## config.mk

```make
export PLATFORM = sky130hd
export DESIGN_NAME = ex_ext_stage
export DESIGN_NICKNAME = d
export VERILOG_FILES = /design/src/rtl/ex_ext_stage_pkg.sv /design/src/rtl/ex_ext_stage_unit.sv /design/src/rtl/ex_ext_stage.sv
export SDC_FILE = /design/constraint.sdc
export NUM_CORES = 1
export LEC_CHECK = 0
export CORE_MARGIN = 1
export CORE_UTILIZATION = 45
export CTS_BUF_LIST = sky130_fd_sc_hd__clkbuf_4 sky130_fd_sc_hd__clkbuf_8
export CTS_CLUSTER_SIZE = 8
export DETAILED_ROUTE_END_ITERATION = 10
export GPL_TIMING_DRIVEN = 0
export PLACE_DENSITY = 0.78
export SLEW_MARGIN = 20
export SYNTH_ARGS = -nofsm -noshare
export SYNTH_HDL_FRONTEND = slang
export SYNTH_SLANG_ARGS = --single-unit
export TNS_END_PERCENT = 10
```

## constraint.sdc

```tcl
create_clock -name clk -period 20.3 [get_ports clk]
set_input_delay 4.06 -clock clk [delete_from_list [all_inputs] [get_ports clk]]
set_output_delay 4.06 -clock clk [all_outputs]
set_load 0.01 [all_outputs]
```

## src/rtl/ex_ext_stage_pkg.sv

```systemverilog
// Shared types for the EX result extension stage.
// Entries carry the already-extended result, its tag and the staller flag.
package struct_pckg;

    localparam int unsigned XLEN_MAX = 64;

    typedef enum logic [1:0] {
        BYTE = 2'b00,
        HALF = 2'b01,
        WORD = 2'b10,
        NONE = 2'b11
    } ext_size_e;

    typedef struct packed {
        logic [XLEN_MAX-1:0] data;
        logic [4:0]          rd;
        logic                staller;
    } ext_entry_t;

    function automatic logic [3:0] ptr_next(
        input logic [3:0] ptr,
        input int unsigned depth
    );
        return (ptr == 4'(depth - 1)) ? 4'd0 : ptr + 4'd1;
    endfunction

endpackage

```

## src/rtl/ex_ext_stage_unit.sv

```systemverilog
// Combinational sign/zero extension of a raw EX result.
// Keep-mask form avoids zero-width replications when XLEN=32.
module ex_ext_unit
    import struct_pckg::*;
#(
    parameter int XLEN = 64
) (
    input  logic [XLEN-1:0] data_i,
    input  ext_size_e       size_i,
    input  logic            signed_i,
    output logic [XLEN-1:0] data_o
);

    logic [XLEN-1:0] keep;
    logic            msb;

    always_comb begin
        keep = '1;
        msb  = 1'b0;
        unique case (size_i)
            BYTE: begin
                keep = XLEN'(8'hFF);
                msb  = data_i[7];
            end
            HALF: begin
                keep = XLEN'(16'hFFFF);
                msb  = data_i[15];
            end
            WORD: begin
                keep = XLEN'(32'hFFFF_FFFF);
                msb  = data_i[31];
            end
            NONE: begin
                keep = '1;
                msb  = 1'b0;
            end
            default: begin
                keep = '1;
                msb  = 1'b0;
            end
        endcase
        data_o = (data_i & keep) | ((signed_i && msb) ? ~keep : '0);
    end

endmodule

```

## src/rtl/ex_ext_stage.sv

```systemverilog
// EX extension stage: extends results at push and buffers them in a FIFO.
// Outputs are masked to zero whenever the buffer is empty.
module ex_ext_stage
    import struct_pckg::*;
#(
    parameter int XLEN  = 64,
    parameter int DEPTH = 2
) (
    input  logic            clk,
    input  logic            rst_n,
    input  logic            i_valid,
    output logic            o_ready,
    input  logic [XLEN-1:0] i_data,
    input  logic [1:0]      i_size,
    input  logic            i_signed,
    input  logic [4:0]      i_rd,
    input  logic            i_is_staller,
    input  logic            i_flush,
    output logic            o_valid,
    input  logic            i_ready,
    output logic [XLEN-1:0] o_data,
    output logic [4:0]      o_rd,
    output logic            o_staller,
    output logic [3:0]      o_count
);

    localparam logic [3:0] DEPTH_C = 4'(DEPTH);

    logic [3:0]      wr_ptr_q;
    logic [3:0]      wr_ptr_d;
    logic [3:0]      rd_ptr_q;
    logic [3:0]      rd_ptr_d;
    logic [3:0]      count_q;
    logic [3:0]      count_d;
    logic            push;
    logic            pop;
    logic [XLEN-1:0] ext_data;
    ext_entry_t      wr_entry;
    ext_entry_t      head;
    ext_entry_t      mem_q [DEPTH];

    ex_ext_unit #(
        .XLEN (XLEN)
    ) u_ext (
        .data_i   (i_data),
        .size_i   (ext_size_e'(i_size)),
        .signed_i (i_signed),
        .data_o   (ext_data)
    );

    assign o_ready = (count_q < DEPTH_C);
    assign o_valid = (count_q != 4'd0);
    assign o_count = count_q;

    // Flush wins over any handshake in the same cycle.
    assign push = i_valid && o_ready && !i_flush;
    assign pop  = o_valid && i_ready && !i_flush;

    always_comb begin
        wr_entry         = '0;
        wr_entry.data    = XLEN_MAX'(ext_data);
        wr_entry.rd      = i_rd;
        wr_entry.staller = i_is_staller;
    end

    always_comb begin
        wr_ptr_d = wr_ptr_q;
        rd_ptr_d = rd_ptr_q;
        count_d  = count_q;
        if (i_flush) begin
            wr_ptr_d = 4'd0;
            rd_ptr_d = 4'd0;
            count_d  = 4'd0;
        end else begin
            if (push) begin
                wr_ptr_d = ptr_next(wr_ptr_q, DEPTH);
            end
            if (pop) begin
                rd_ptr_d = ptr_next(rd_ptr_q, DEPTH);
            end
            unique case ({push, pop})
                2'b10:   count_d = count_q + 4'd1;
                2'b01:   count_d = count_q - 4'd1;
                default: count_d = count_q;
            endcase
        end
    end

    always_ff @(posedge clk or negedge rst_n) begin
        if (!rst_n) begin
            wr_ptr_q <= 4'd0;
            rd_ptr_q <= 4'd0;
            count_q  <= 4'd0;
        end else begin
            wr_ptr_q <= wr_ptr_d;
            rd_ptr_q <= rd_ptr_d;
            count_q  <= count_d;
        end
    end

    always_ff @(posedge clk) begin
        if (push) begin
            mem_q[wr_ptr_q[$clog2(DEPTH)-1:0]] <= wr_entry;
        end
    end

    assign head = mem_q[rd_ptr_q[$clog2(DEPTH)-1:0]];

    always_comb begin
        o_data    = '0;
        o_rd      = 5'd0;
        o_staller = 1'b0;
        if (o_valid) begin
            o_data    = head.data[XLEN-1:0];
            o_rd      = head.rd;
            o_staller = head.staller;
        end
    end

endmodule

```

==> qor.csv <==
metric,value,unit
Ys Warns,0,
run status,finished clean,
Avg Synthesized Cell Area,14.0,um^2
hold buffers post-CTS,0,
Critical Path AT,2830,ps
Chip Height,122,um
port bufs,153,
Power Total,1.23,mW
CP Max Fanout,10,
CTS tree,yes,
Sw Ratio,0.339,
vias per cell,5.10,
drc violations,0,
asr flop ratio synth,0.0789,
"EDFF count, synth",140,
Int Pwr,810,uW
clock sink count,152,
DP Wirelength,10000,um
"Seq/Total Area, Yosys",0.690,
Crit. End Element,output pin,
Skew-Pair Late Insertion Delay,440,ps
nets@finish,741,
final setup skew,7.81,ps
RSZ-0062 raised after global routing,false,
Synth Cell Area,6530,um^2
row count,43,
final hold vios,0,
GRT overflow,0,
Comb power frac,0.478,
via count,4339,
gpl congestion,0.801,
PD cells,138,nW/um^2
Max-Cap Viols,0,
Crit path required time,16240,ps
Yosys cell types,33,
I/O Pins,154,
Starting DRT DRC Count,245,
R2R setup slack,17510,ps
Worst-Margin Slew,763,ps
ys flop type,edfxtp_1,
Rel. slew slack,0.488,
Synth Area in XOR/XNOR,0.00804,
initial core utilization,0.465,
Max clock buf depth,2,
final setup vio count,0,
share of cells above drive strength 1,0.0910,
Clock power frac,0.187,
CTS Root Cell,clkbuf_8,
antenna cell count,0,
number of global-route vias before repair,4432,
H-Tree Depth,4,
fmax,145,MHz
Tcrit/Tclk final,0.339,
Total GRT Usage,0.195,
Switch Pwr,415,uW
Area Growth Syn to Fin,35.7,%
Synth Instances,467,
synthesized-area fraction occupied by adder cells,0.0115,
antenna-violating nets left,0,
multiplexer share of the synthesized area,0.109,
Final Max Tran Viols,0,
Mapped Nets,551,
first-pass GRT wire length,21700,um
Fin Setup TNS,0,ps
post-synthesis compound-gate area fraction,0.0770,
setup bufs post-CTS,0,
TritonRoute pass-1 iters,4,
CTS buffer count,17,
#FFs+latches synth,152,
Core ar.,14000,um^2
hold crit path type,flop to flop,
Worst Setup Start Kind,flop,
routed length per placed instance,16.5,um
largest net degree at the start of global routing,17,
simple-gate share of the synthesized area,0.0822,
Post-CTS Resized,0,
initial antenna violation count,0,
Die Footprint,15000,um^2
top cell type's share of synthesized area,0.644,
post-layout min period,6890,ps
largest family of logic cells by synthesized area,multiplexers,
most frequent cell after synthesis,edfxtp_1,
ranking of synthesized cells by area,"edfxtp_1 (64%), mux2i_1 (11%), a21o_1 (5.6%)",
leading area contributor after synthesis,edfxtp_1,
Die X,122,um
"top cells by count, synth","edfxtp_1 (140), nor2_1 (80), mux2i_1 (71)",
Pleak,3.40,nW
CTS clock-pin slew for the worst setup and hold paths,70,ps
WL final,14000,um
Seq pwr share,0.335,
critical path type,flop to output pin,
Max VDD drop,0.0655,mV
-- power by group through the flow --
| stage | clock network [mW] | registers (mW) | logic, mW |
|---|---|---|---|
| after floorplan | 0 | 0.423 | 0.285 |
| after CTS | 0.234 | 0.410 | 0.592 |
| after global placement | 0 | 0.427 | 0.563 |
| after detailed placement | 0 | 0.417 | 0.588 |
| final | 0.229 | 0.410 | 0.585 |
| after global routing | 0.247 | 0.414 | 0.632 |
-- area by class of cell --
class,count,area (um^2)
clock buffer,21,264
timing repair buffer,171,1690
buffer,32,135
inverter,4,15.0
clock inverter,11,130
multi-input combinational,279,1900
fill,1066,5180
sequential,152,4500
tap,180,225
-- state kept, by name, indices dropped and copies added (netlist names) --
name,cells
mem_q,140
o_count,4
rd_ptr_q,4
wr_ptr_q,4
-- layer usage --
metal | vias up | share of wire | global-route usage
met5 | - | 0 | 0
met4 | 0 | 0.013 | 0.0785
met3 | 15 | 0.043 | 0.0390
met2 | 131 | 0.52 | 0.344
met1 | 2112 | 0.43 | 0.232
li1 | 2081 | - | -
-- logic make-up after synthesis --
logic type                 Yosys count
DFF                                152
muxes                               71
adders and majority gates            6
buffers and inverters               36
and+or+nand+nor                    123
xor gates and xnor gates             6
AOI/OAI and AO/OA                   73
-- final timing paths --
kind	start	endpoint	depth (start not counted)
min in group asynchronous	rst_n	o_count[3]	1
worst min register to register	rd_ptr_q[3]	rd_ptr_q[3]	2
max in group asynchronous	rst_n	o_count[0]	1
worst max register to register	o_count[3]	mem_q[1][34]	7
worst min-delay path	rd_ptr_q[3]	rd_ptr_q[3]	2
worst max-delay path	rd_ptr_q[0]	o_data[16]	5
-- cells in the final DEF (no fill, tap or decap), drive strengths merged --
cell and count:
nor3b 2, mux2i 71, a31oi 1, buf 28, nand4 2, nor2b 2, nor4b 1, a21o 49
nand4b 1, nor2 80, or4b 1, bufinv 3, nand3b 1, nor3 2, clkdlybuf4s50 153, xor2 2
nand2b 2, o21ai 14, dfrtp 12, edfxtp 140, clkbuf 43, o211ai 1, o41ai 1, nor4 1
ha 6, or3 1, nand2 22, clkinv 8, xnor2 4, inv 4, and2 2, a21oi 7
nand3 3
-- per-stage QoR --
stage	hold slack (ps)	util	worst slack [ps]	instance area, um^2	cells
6_report	543	0.631	13410	8860	850
5_1_grt	591	0.631	13200	8860	850
4_1_cts	556	0.631	13290	8860	850
3_5_place_dp	539	0.603	13560	8470	818
3_3_place_gp	510	0.590	6770	8290	800
2_1_floorplan	492	-	10010	6530	467
-- critical path: stages, from the launching register on --
cell,delay (ps)
dfrtp_1,380
clkbuf_1,480
buf_1,630
mux2i_1,180
nor2_1,170
clkdlybuf4s50_1,560
(Power assumes the default switching activity.)
